[src/rtl/pattern_sender_pkg.sv]
// Shared types and constants for the serial pattern transmitter.
package pattern_sender_pkg;

   localparam int PATTERN_W = 4;
   localparam logic [PATTERN_W-1:0] RESET_PATTERN = 4'b0001;

   typedef enum logic [1:0] {
      IDLE   = 2'd0,
      SEND   = 2'd1,
      GAP    = 2'd2,
      FINISH = 2'd3
   } state_t;

   // Idle bits are the complement of the last pattern bit so a detector never sees a false match.
   function automatic logic idle_level(input logic [PATTERN_W-1:0] pat);
      return ~pat[0];
   endfunction

endpackage

[src/rtl/pattern_piso.sv]
// 4-bit parallel-load, shift-left serializer; load has priority over shift.
module pattern_piso
   import pattern_sender_pkg::*;
(
   input  logic                 clock,
   input  logic                 rst_n,
   input  logic                 load,
   input  logic                 shift,
   input  logic [PATTERN_W-1:0] din,
   output logic                 msb
);

   logic [PATTERN_W-1:0] q_r;

   // Shift register: parallel load or shift toward the MSB
   always_ff @(posedge clock or negedge rst_n) begin
      if (!rst_n) begin
         q_r <= RESET_PATTERN;
      end else if (load) begin
         q_r <= din;
      end else if (shift) begin
         q_r <= {q_r[PATTERN_W-2:0], 1'b0};
      end else begin
         q_r <= q_r;
      end
   end

   assign msb = q_r[PATTERN_W-1];

endmodule

[src/rtl/pattern_sender.sv]
// Serial pattern transmitter, MSB first, repeated reps times.
// Optional inter-repetition idle gaps are built when PATTERN_SENDER_GAP_EN is defined.
module pattern_sender
   import pattern_sender_pkg::*;
#(
   parameter int REPS_W  = 4,
   parameter int GAP_LEN = 2
) (
   input  logic                 clock,
   input  logic                 rst_n,
   input  logic                 start,
   input  logic [PATTERN_W-1:0] pattern,
   input  logic [REPS_W-1:0]    reps,
   output logic                 ser_out,
   output logic                 ser_valid,
   output logic                 busy,
   output logic                 done
);

   localparam logic [1:0]        LAST_BIT = 2'(PATTERN_W - 1);
   localparam logic [REPS_W-1:0] ONE_REP  = REPS_W'(1);

   if (GAP_LEN < 1 || GAP_LEN > 15) begin : g_gap_len_check
      $error("pattern_sender: GAP_LEN must be within 1..15");
   end

   state_t               state_r, state_nx_s;
   logic [PATTERN_W-1:0] pat_r;
   logic [REPS_W-1:0]    cnt_r;
   logic [1:0]           bit_cnt_r;
   logic                 accept_s, last_bit_s, last_rep_s;
   logic                 load_s, shift_s, piso_msb_s;
   logic [PATTERN_W-1:0] load_data_s;
   logic                 ser_out_nx_s, ser_valid_nx_s, busy_nx_s, done_nx_s;

   assign accept_s    = start && ((state_r == IDLE) || (state_r == FINISH));
   assign last_bit_s  = (bit_cnt_r == LAST_BIT);
   assign last_rep_s  = (cnt_r == ONE_REP);
   assign load_s      = accept_s || ((state_r == SEND) && last_bit_s && !last_rep_s);
   assign load_data_s = accept_s ? pattern : pat_r;
   assign shift_s     = (state_r == SEND) && !load_s;

   pattern_piso u_piso (
      .clock (clock),
      .rst_n (rst_n),
      .load  (load_s),
      .shift (shift_s),
      .din   (load_data_s),
      .msb   (piso_msb_s)
   );

`ifdef PATTERN_SENDER_GAP_EN
   localparam logic [3:0] GAP_LAST = 4'(GAP_LEN - 1);

   logic [3:0] gap_cnt_r;
   logic       gap_last_s;

   assign gap_last_s = (gap_cnt_r == GAP_LAST);

   // Gap counter: counts idle bits while in GAP, cleared elsewhere
   always_ff @(posedge clock or negedge rst_n) begin
      if (!rst_n) begin
         gap_cnt_r <= 4'd0;
      end else if ((state_r == GAP) && !gap_last_s) begin
         gap_cnt_r <= gap_cnt_r + 4'd1;
      end else begin
         gap_cnt_r <= 4'd0;
      end
   end
`endif

   // State register
   always_ff @(posedge clock or negedge rst_n) begin
      if (!rst_n) begin
         state_r <= IDLE;
      end else begin
         state_r <= state_nx_s;
      end
   end

   // Next-state logic
   always_comb begin
      state_nx_s = state_r;
      case (state_r)
         IDLE, FINISH: begin
            if (start) begin
               state_nx_s = (reps == {REPS_W{1'b0}}) ? FINISH : SEND;
            end else begin
               state_nx_s = IDLE;
            end
         end
         SEND: begin
            if (last_bit_s && last_rep_s) begin
               state_nx_s = FINISH;
            end else if (last_bit_s) begin
`ifdef PATTERN_SENDER_GAP_EN
               state_nx_s = GAP;
`else
               state_nx_s = SEND;
`endif
            end else begin
               state_nx_s = SEND;
            end
         end
`ifdef PATTERN_SENDER_GAP_EN
         GAP: begin
            if (gap_last_s) begin
               state_nx_s = SEND;
            end else begin
               state_nx_s = GAP;
            end
         end
`endif
         default: state_nx_s = IDLE;
      endcase
   end

   // Latched pattern, remaining repetitions and bit position within the pattern
   always_ff @(posedge clock or negedge rst_n) begin
      if (!rst_n) begin
         pat_r     <= RESET_PATTERN;
         cnt_r     <= {REPS_W{1'b0}};
         bit_cnt_r <= 2'd0;
      end else if (accept_s) begin
         pat_r     <= pattern;
         cnt_r     <= reps;
         bit_cnt_r <= 2'd0;
      end else if (state_r == SEND) begin
         bit_cnt_r <= bit_cnt_r + 2'd1;
         if (last_bit_s) begin
            cnt_r <= cnt_r - ONE_REP;
         end else begin
            cnt_r <= cnt_r;
         end
      end else begin
         bit_cnt_r <= bit_cnt_r;
      end
   end

   // Output decode from the current state, registered below
   always_comb begin
      ser_out_nx_s   = idle_level(pat_r);
      ser_valid_nx_s = 1'b0;
      busy_nx_s      = 1'b0;
      done_nx_s      = 1'b0;
      case (state_r)
         SEND: begin
            ser_out_nx_s   = piso_msb_s;
            ser_valid_nx_s = 1'b1;
            busy_nx_s      = 1'b1;
         end
         GAP:     busy_nx_s = 1'b1;
         FINISH:  done_nx_s = 1'b1;
         IDLE:    done_nx_s = 1'b0;
         default: done_nx_s = 1'b0;
      endcase
   end

   // Output registers
   always_ff @(posedge clock or negedge rst_n) begin
      if (!rst_n) begin
         ser_out   <= 1'b0;
         ser_valid <= 1'b0;
         busy      <= 1'b0;
         done      <= 1'b0;
      end else begin
         ser_out   <= ser_out_nx_s;
         ser_valid <= ser_valid_nx_s;
         busy      <= busy_nx_s;
         done      <= done_nx_s;
      end
   end

endmodule

[config.mk]
export PLATFORM = sky130hd
export DESIGN_NAME = pattern_sender
export DESIGN_NICKNAME = d
export VERILOG_FILES = /design/src/rtl/pattern_sender_pkg.sv /design/src/rtl/pattern_piso.sv /design/src/rtl/pattern_sender.sv
export SDC_FILE = /design/constraint.sdc
export NUM_CORES = 1
export LEC_CHECK = 0
export ABC_CLOCK_PERIOD_IN_PS = 1800
export CORE_MARGIN = 3
export CORE_UTILIZATION = 45
export DETAILED_ROUTE_END_ITERATION = 8
export HOLD_SLACK_MARGIN = 0.1
export PLACE_DENSITY = 0.69
export SKIP_CTS_REPAIR_TIMING = 1
export SLEW_MARGIN = 15
export SYNTH_ARGS = -nofsm -noshare
export SYNTH_HDL_FRONTEND = slang
export SYNTH_SLANG_ARGS = --single-unit
[constraint.sdc]
create_clock -name clock -period 1.8 [get_ports clock]
set_input_delay 0.18 -clock clock [delete_from_list [all_inputs] [get_ports clock]]
set_output_delay 0.18 -clock clock [all_outputs]
set_load 0.005 [all_outputs]
==> impl_metrics.ini, run 1 <==
[worst_setup_path]
start_kind = flop
arrival_ps = 1890
crit_type = flop to flop
ff2ff_path_depth = 5
cpLargestDelayFamily = compound AO/OA/AOI/OAI gates
cp_cell_sequence = inv_1, ha_1, and2_1, a22o_1, a221o_1
path_buf_inv = 1
r2r_slack_ps = 90
slowest_stage = dfrtp_1
worstPathRequired_ps = 1980
r2r_end = u_piso.q_r[3]$_DFFE_PN0P_
critPathMaxStageDelay_ps = 400
worst_setup_path_end_kind = flop
path_max_fanout = 9
r2r-start = state_r[0]$_DFF_PN0_

[min_path]
hold_class = input pin to async pin

[floorplanning]
fp-row-count = 16
dieArea_mm2 = 0.00271
core_mm2 = 0.00198
initial_core_util_pct = 48.2
io_pins = 15
fp.dieH_um = 52.1
die_x_um = 52.1

[placement]
globalplace.congestion = 0.812
dpl_cell_area_mm2 = 0.00113
dp_hpwl_mm = 1.33
numPortBuffers = 14

[logic_synthesis]
synth_area_um2 = 955
synth_cell_types = 26
syn_area_per_cell_um2 = 10.8
synth-warning-count = 0
synthTopCellsByArea = dfrtp_1, ha_1, dfstp_2, nand2_1, and2_1
syn-num-nets = 105
synth_top_cell_area_share_pct = 47.2
synth_seq_cells = 20
syn_inst = 88
synth_top_area_cell = dfrtp_1
yosysSeqAreaShare_pct = 52.7

[timing]
worst_pin_slew_ps = 496
slew_headroom_pct = 66.8
setup_tns_ps = 0
rsz0062_at_grt = false
fin_crit_sh_pct = 95.1
slew_viol_final = 0
skew_ps = 8.04
setup_violations = 0
max_freq_ghz = 0.584
hold_viol = 0
period_needed_ps = 1710

[final_layout]
final_layout_size_suffix_gt1_share_pct = 10.4
fillers = 165
num_antenna_cells = 0
utilization_pct = 59.0
syn_to_final_growth_pct = 22.5
regArea_um2 = 503
nets = 124
design_area_mm2 = 0.00117
multi_input_area_um2 = 412

[clock_tree]
insertion_delay_ps = 300
clockBufferDepth = 2
clock_sinks = 20
tritoncts = yes
h-tree-depth = 1
cts-root-buf = clkbuf_4
cts_inserted_buffers = 3
path_clk_slew_ps = 120

[routing]
postRouteAntennaNets = 0
drc = 0
routed_wl_mm = 1.81
drt_pass1_iterations = 4
num_vias = 676
via_per_inst = 5.08
wl_per_cell_um = 13.6
drt_iter0_drc = 18

[grt]
grt_max_degree = 12
antenna_found_initial = 0
grt_pass1_vias = 709
grt_pass1_wl_mm = 3.11
grt_usage_pct = 15.4
grt.overflow.total = 0

[outcome]
status = complete, no violations

[power]
p_leak_nw = 0.541
peakVddDrop_mv = 0.686
pwr_density_cell_mw_per_mm2 = 1490

[run]
maxCapViolations = 0
## sequential cells by signal (all words and copies together), names as in the netlist
signal,count
ser_out,1
state_r,2
cnt_r,4
u_piso.q_r,4
busy,1
bit_cnt_r,2
pat_r,4
ser_valid,1
done,1
## Yosys cell counts
cell type	number
a211oi_4	1
a21o_1	3
a21oi_1	2
a221o_1	3
a22o_1	3
a22oi_1	1
a31oi_1	1
a32oi_1	1
and2_1	5
buf_2	2
buf_4	1
dfrtp_1	18
dfstp_2	2
ha_1	6
inv_1	6
mux2i_1	1
nand2_1	9
nand3_1	2
nor2_1	7
nor3b_1	1
nor4_1	1
o21ai_0	6
or3_1	2
or3b_4	1
xnor2_1	2
xor2_1	1
## layout by cell type (no fill, tap or decap)
cell type        netlist  routed
dfrtp_1               18      18
clkdlybuf4s50_1        0      14
nand2_1                9       9
nor2_1                 7       7
inv_1                  6       6
o21ai_0                6       6
ha_1                   6       6
and2_1                 5       5
a21o_1                 3       3
a22o_1                 3       3
a221o_1                3       3
clkbuf_4               0       3
buf_4                  1       3
a21oi_1                2       2
nand3_1                2       2
xnor2_1                2       2
or3_1                  2       2
dfstp_2                2       2
nor4_1                 1       1
nor3b_1                1       1
a22oi_1                1       1
xor2_1                 1       1
or3b_4                 1       1
a211oi_4               1       1
a31oi_1                1       1
mux2i_1                1       1
a32oi_1                1       1
clkbuf_8               0       1
## power by group
group | switching, mW | internal [mW] | leakage (nW)
registers | 0.113 | 0.650 | 0.237
logic | 0.351 | 0.369 | 0.282
clock network | 0.136 | 0.123 | 0.0210
## worst max-delay path by stage
stage,startpoint,end,depth (start not counted)
final,state_r[0]$_DFF_PN0_,u_piso.q_r[3]$_DFFE_PN0P_,5
after floorplan,state_r[0]$_DFF_PN0_,u_piso.q_r[2]$_DFFE_PN0P_,6
after global placement,state_r[0]$_DFF_PN0_,u_piso.q_r[3]$_DFFE_PN0P_,5
after CTS,state_r[0]$_DFF_PN0_,u_piso.q_r[3]$_DFFE_PN0P_,5
after detailed placement,state_r[0]$_DFF_PN0_,u_piso.q_r[1]$_DFFE_PN0P_,5
after global routing,state_r[0]$_DFF_PN0_,u_piso.q_r[3]$_DFFE_PN0P_,5
## cells by family after synthesis
logic type               synth area share (%)
adder cells (fa/ha/maj)                  7.86
AO/OA/AOI/OAI                            16.9
flip-flops                               52.7
XOR/XNOR                                 2.75
multiplexers                             1.05
AND/OR/NAND/NOR                          14.5
buffers and inverters                    4.19
## worst register-to-register path, delay by kind of cell, from the launching register on
family | cells | cell delay (ps)
compound gates | 2 | 550
fa+ha+maj | 1 | 320
buf+inv | 1 | 50
flops | 1 | 400
simple gates | 1 | 270
## per-layer routing
layer	vias up	track usage [%]	share of wire (%)
met1	320	19.7	47
met4	0	5.68	0.72
met5	-	0	0
met2	12	25.1	48
met3	2	3.72	4.2
li1	342	-	-
## per-stage QoR
step                      hold slack (ps)  worst slack (ps)  std cells  power (mW)
after CTS                             208              83.0        133        1.76
final                                 200              88.3        133        1.74
after detailed placement              477               135        129        1.49
after global placement                474               176        129        1.47
after global routing                  216              19.0        133        1.90
after floorplan                      -116               210         88        1.27
## layout make-up
class / count / share of cell area (%)
flip-flops and latches: 20 / 43.0
multi-input cells: 59 / 35.2
clock buffers: 4 / 3.10
well taps: 27 / 2.89
inverters: 6 / 1.93
repair buffers: 17 / 13.9
No activity file was read; power rests on OpenSTA's default activity.
==> run 2, diff against run 1 <==
--- a/config.mk
+++ b/config.mk
@@ -7,10 +7,9 @@
 export LEC_CHECK = 0
 export ABC_CLOCK_PERIOD_IN_PS = 1800
 export CORE_MARGIN = 3
-export CORE_UTILIZATION = 45
+export CORE_UTILIZATION = 39
 export DETAILED_ROUTE_END_ITERATION = 8
 export HOLD_SLACK_MARGIN = 0.1
-export PLACE_DENSITY = 0.69
 export SKIP_CTS_REPAIR_TIMING = 1
 export SLEW_MARGIN = 15
 export SYNTH_ARGS = -nofsm -noshare
==> run 2 against run 1 <==
Against the previous run:
- combinational power grew 0.6%
- die area is 14% higher
- first-iteration DRC count down 44%
- via count rose by 0.74%
- setup slack improved by 11 ps
- core utilization is 7.2 points lower
- routed wire length fell by 5.7%
- critical endpoint unchanged
==> impl_metrics.ini, run 2 (same netlist as run 1, synthesis figures left out) <==
[worst_setup_path]
path_max_fanout = 9
start_kind = flop
ff2ff_path_depth = 5
r2r-start = state_r[0]$_DFF_PN0_
cp_cell_sequence = inv_1, ha_1, and2_1, a22o_1, a221o_1
r2r_end = u_piso.q_r[3]$_DFFE_PN0P_
critPathMaxStageDelay_ps = 390
worstPathRequired_ps = 1990
crit_type = flop to flop
arrival_ps = 1890
r2r_slack_ps = 100
slowest_stage = dfrtp_1
worst_setup_path_end_kind = flop

[routing]
met2WireLength_um = 834
drc = 0
num_vias = 681
routed_wl_mm = 1.71
met1_length_um = 796
met3WireLength_um = 75
postRouteAntennaNets = 0
routed.top_layer = met3
drt_pass1_iterations = 4
drt_iter0_drc = 10
wl_per_cell_um = 12.6
via_per_inst = 5.04

[timing]
worst_pin_slew_ps = 488
slew_viol_final = 0
rsz0062_at_grt = false
hold_viol = 0
slew_headroom_pct = 67.4
fin_crit_sh_pct = 94.5
skew_ps = 8.52
period_needed_ps = 1700
max_freq_ghz = 0.588
whs_ps = 193
setup_violations = 0
setup_tns_ps = 0

[clock_tree]
path_clk_slew_ps = 110
clockBufferDepth = 2
tritoncts = yes
clock_sinks = 20
cts_inserted_buffers = 3
h-tree-depth = 1
insertion_delay_ps = 300
cts-root-buf = clkbuf_4

[floorplanning]
fp-row-count = 17
die_x_um = 55.5
dieArea_mm2 = 0.00308
core_mm2 = 0.00228
initial_core_util_pct = 41.9
io_pins = 15
fp.dieH_um = 55.5

[grt]
grt_usage_pct = 12.6
grt_pass1_vias = 689
grt.overflow.total = 0
grt_max_degree = 12
antenna_found_initial = 0
grt_pass1_wl_mm = 3.11

[power]
total_power_mw = 1.74
p_leak_nw = 0.546
peakVddDrop_mv = 1.01
pwr_density_cell_mw_per_mm2 = 1480

[run]
maxCapViolations = 0

[final_layout]
mostFrequentLayoutCells = dfrtp_1, clkdlybuf4s50_1, nand2_1
final_common_cell = dfrtp_1
num_antenna_cells = 0
design_area_mm2 = 0.00118
top_regs = cnt_r (4), pat_r (4), u_piso.q_r (4)
nets = 125
final_layout_size_suffix_gt1_share_pct = 11.2
syn_to_final_growth_pct = 23.5

[placement]
dpl_cell_area_mm2 = 0.00114
globalplace.congestion = 0.765
dp_hpwl_mm = 1.33
numPortBuffers = 14

[min_path]
hold_class = input pin to async pin

[outcome]
status = complete, no violations
run 2: cell types whose count changed in the layout (fill, tap and decap cells not counted):
cell	delta
buf_4	+1
run 2: power by group:
| group | total [mW] | switching, mW | internal [mW] |
|---|---|---|---|
| Clock | 0.259 | 0.135 | 0.123 |
| Combinational | 0.724 | 0.350 | 0.374 |
| Sequential | 0.757 | 0.107 | 0.650 |
run 2: final cells by class:
type	count	area [um2]
fill	207	1100
tap	28	35.0
multi-input combinational	59	412
inverter	6	22.5
sequential	20	503
clock buffer	4	36.3
timing repair buffer	18	170
run 2: worst max-delay path: cells and delay by family, from the launching register on:
family / cells / cell delay (ps)
flops: 1 / 390
fa+ha+maj: 1 / 330
buf+inv: 1 / 50
simple gates: 1 / 280
compound gates: 2 / 540
run 2: worst max-delay path by stage:
stage | end | depth (start not counted) | slack [ps] | startpoint
2_1_floorplan | u_piso.q_r[2]$_DFFE_PN0P_ | 6 | 210 | state_r[0]$_DFF_PN0_
3_3_place_gp | u_piso.q_r[3]$_DFFE_PN0P_ | 5 | 180 | state_r[0]$_DFF_PN0_
3_5_place_dp | u_piso.q_r[2]$_DFFE_PN0P_ | 5 | 130 | state_r[0]$_DFF_PN0_
4_1_cts | u_piso.q_r[3]$_DFFE_PN0P_ | 5 | 110 | state_r[0]$_DFF_PN0_
5_1_grt | u_piso.q_r[1]$_DFFE_PN0P_ | 5 | 20 | state_r[0]$_DFF_PN0_
6_report | u_piso.q_r[3]$_DFFE_PN0P_ | 5 | 100 | state_r[0]$_DFF_PN0_
run 2: per-stage QoR:
stage                     utilization, %  instances  setup WS [ps]
after floorplan                        -         88            210
after global placement              50.2        131            176
after detailed placement            50.2        131            129
after CTS                           51.8        135            109
after global routing                51.8        135           16.5
final                               51.8        135           99.1
run 2: routing by layer:
layer	vias to the layer above	GRT usage, %
li1	341	-
met1	325	16.4
met2	15	20.6
met3	0	4.44
met4	0	2.08
met5	-	0
==> run 3, diff against run 2 <==
--- a/config.mk
+++ b/config.mk
@@ -10,6 +10,7 @@
 export CORE_UTILIZATION = 39
 export DETAILED_ROUTE_END_ITERATION = 8
 export HOLD_SLACK_MARGIN = 0.1
+export REMOVE_ABC_BUFFERS = 1
 export SKIP_CTS_REPAIR_TIMING = 1
 export SLEW_MARGIN = 15
 export SYNTH_ARGS = -nofsm -noshare
==> run 3 against run 2 <==
Against the previous run:
- global-route usage up 0.43 points
- critical path type unchanged
- sequential share of layout area is 0.36 points lower
- sequential power rose by 0.7%
- critical path depth unchanged
- register-to-register slack better by 60 ps
- count of clock-buffer cells in the layout decreased by 1
- highest routed layer is now met4
- clock skew decreased by 5.9 ps
- worst hold slack lost 17 ps
- die area did not move
==> impl_metrics.ini, run 3 (same netlist as run 1, synthesis figures left out) <==
[worst_setup_path]
worstPathRequired_ps = 2010
crit_type = flop to flop
start_kind = flop
path_max_fanout = 9
ff2ff_path_depth = 5
arrival_ps = 1850
worst_setup_path_end_kind = flop

[timing]
slew_viol_final = 0
hold_viol = 0
max_freq_ghz = 0.609
setup_tns_ps = 0
whs_ps = 175
fin_crit_sh_pct = 91.2
slew_headroom_pct = 68.9
skew_ps = 2.65
worst_pin_slew_ps = 465
setup_violations = 0
period_needed_ps = 1640
rsz0062_at_grt = false

[placement]
dp_hpwl_mm = 1.37
numPortBuffers = 14
globalplace.congestion = 0.762

[power]
pwr_density_cell_mw_per_mm2 = 1560
peakVddDrop_mv = 0.706
p_leak_nw = 0.548

[grt]
grt_pass1_vias = 651
antenna_found_initial = 0
grt.overflow.total = 0
grt_pass1_wl_mm = 3.13
grt_usage_pct = 13.1
grt_max_degree = 13

[clock_tree]
cts-root-buf = clkbuf_4
h-tree-depth = 1
path_clk_slew_ps = 130
clock_sinks = 20
tritoncts = yes
clockBufferDepth = 2
cts_inserted_buffers = 3
insertion_delay_ps = 310

[floorplanning]
initial_core_util_pct = 41.9
core_mm2 = 0.00228
die_x_um = 55.5
fp-row-count = 17
dieArea_mm2 = 0.00308
fp.dieH_um = 55.5
io_pins = 15

[routing]
num_vias = 686
drt_iter0_drc = 14
routed_wl_mm = 1.83
drc = 0
via_per_inst = 5.12
drt_pass1_iterations = 4
postRouteAntennaNets = 0
wl_per_cell_um = 13.7

[min_path]
hold_class = input pin to async pin

[final_layout]
final_common_cell = dfrtp_1
num_antenna_cells = 0
top_regs = cnt_r (4), pat_r (4), u_piso.q_r (4)
mostFrequentLayoutCells = dfrtp_1, clkdlybuf4s50_1, nand2_1
utilization_pct = 52.2
syn_to_final_growth_pct = 24.5
final_layout_size_suffix_gt1_share_pct = 11.3
nets = 124

[run]
maxCapViolations = 0

[outcome]
status = complete, no violations
## run 3: cell count changes in the layout (fill, tap and decap cells not counted)
| cell | previous run | this run |
|---|---|---|
| bufinv_16 | 0 | 1 |
| and2_1 | 5 | 4 |
| buf_4 | 4 | 3 |
| clkbuf_8 | 1 | 0 |
| and2_2 | 0 | 1 |
## run 3: path summary, 6_finish.rpt
| path | start | endpoint | slack, ps |
|---|---|---|---|
| setup reg to reg | state_r[0]$_DFF_PN0_ | u_piso.q_r[3]$_DFFE_PN0P_ | 160 |
| min in group clock | pattern[0] | pat_r[0]$_DFF_PN1_ | 380 |
| setup / recovery | state_r[0]$_DFF_PN0_ | u_piso.q_r[3]$_DFFE_PN0P_ | 160 |
| max in group asynchronous | rst_n | ser_valid$_DFF_PN0_ | 1100 |
| hold / removal | rst_n | cnt_r[0]$_DFFE_PN0P_ | 180 |
| hold reg to reg | pat_r[0]$_DFF_PN1_ | pat_r[0]$_DFF_PN1_ | 490 |
## run 3: worst max-delay path, cell delays in order (launching register included)
cell and delay [ps]:
dfrtp_1 390, inv_1 50, ha_1 330, and2_2 260
a22o_1 250, a221o_1 250
## run 3: area by class of cell
| type | count | area (um2) |
|---|---|---|
| Fill cell | 211 | 1090 |
| Sequential cell | 20 | 503 |
| Multi-Input combinational cell | 59 | 413 |
| Timing Repair Buffer | 17 | 163 |
| Tap cell | 28 | 35.0 |
| Clock inverter | 1 | 30.0 |
| Clock buffer | 3 | 22.5 |
| Inverter | 6 | 22.5 |
## run 3: stage by stage
stage               total power [mW]  worst slack, ps  instance area [um2]  instances
detailed placement              1.49              130                 1130        130
floorplan                       1.25              158                  937         85
CTS                             1.87              114                 1190        134
finish                          1.86              158                 1190        134
global route                    2.01             66.9                 1190        134
global placement                1.47              171                 1130        130
## run 3: where the power goes
part / switching [mW] / internal [mW]
logic: 0.350 / 0.369
registers: 0.112 / 0.649
clock network: 0.154 / 0.225
total: 0.616 / 1.24
## run 3: per-layer routing
layer,up-vias,share of wire [%],track usage [%]
li1,338,-,-
met1,330,48,17.8
met2,14,47,19.9
met3,4,3.3,2.34
met4,0,1.8,6.25
met5,-,0,0
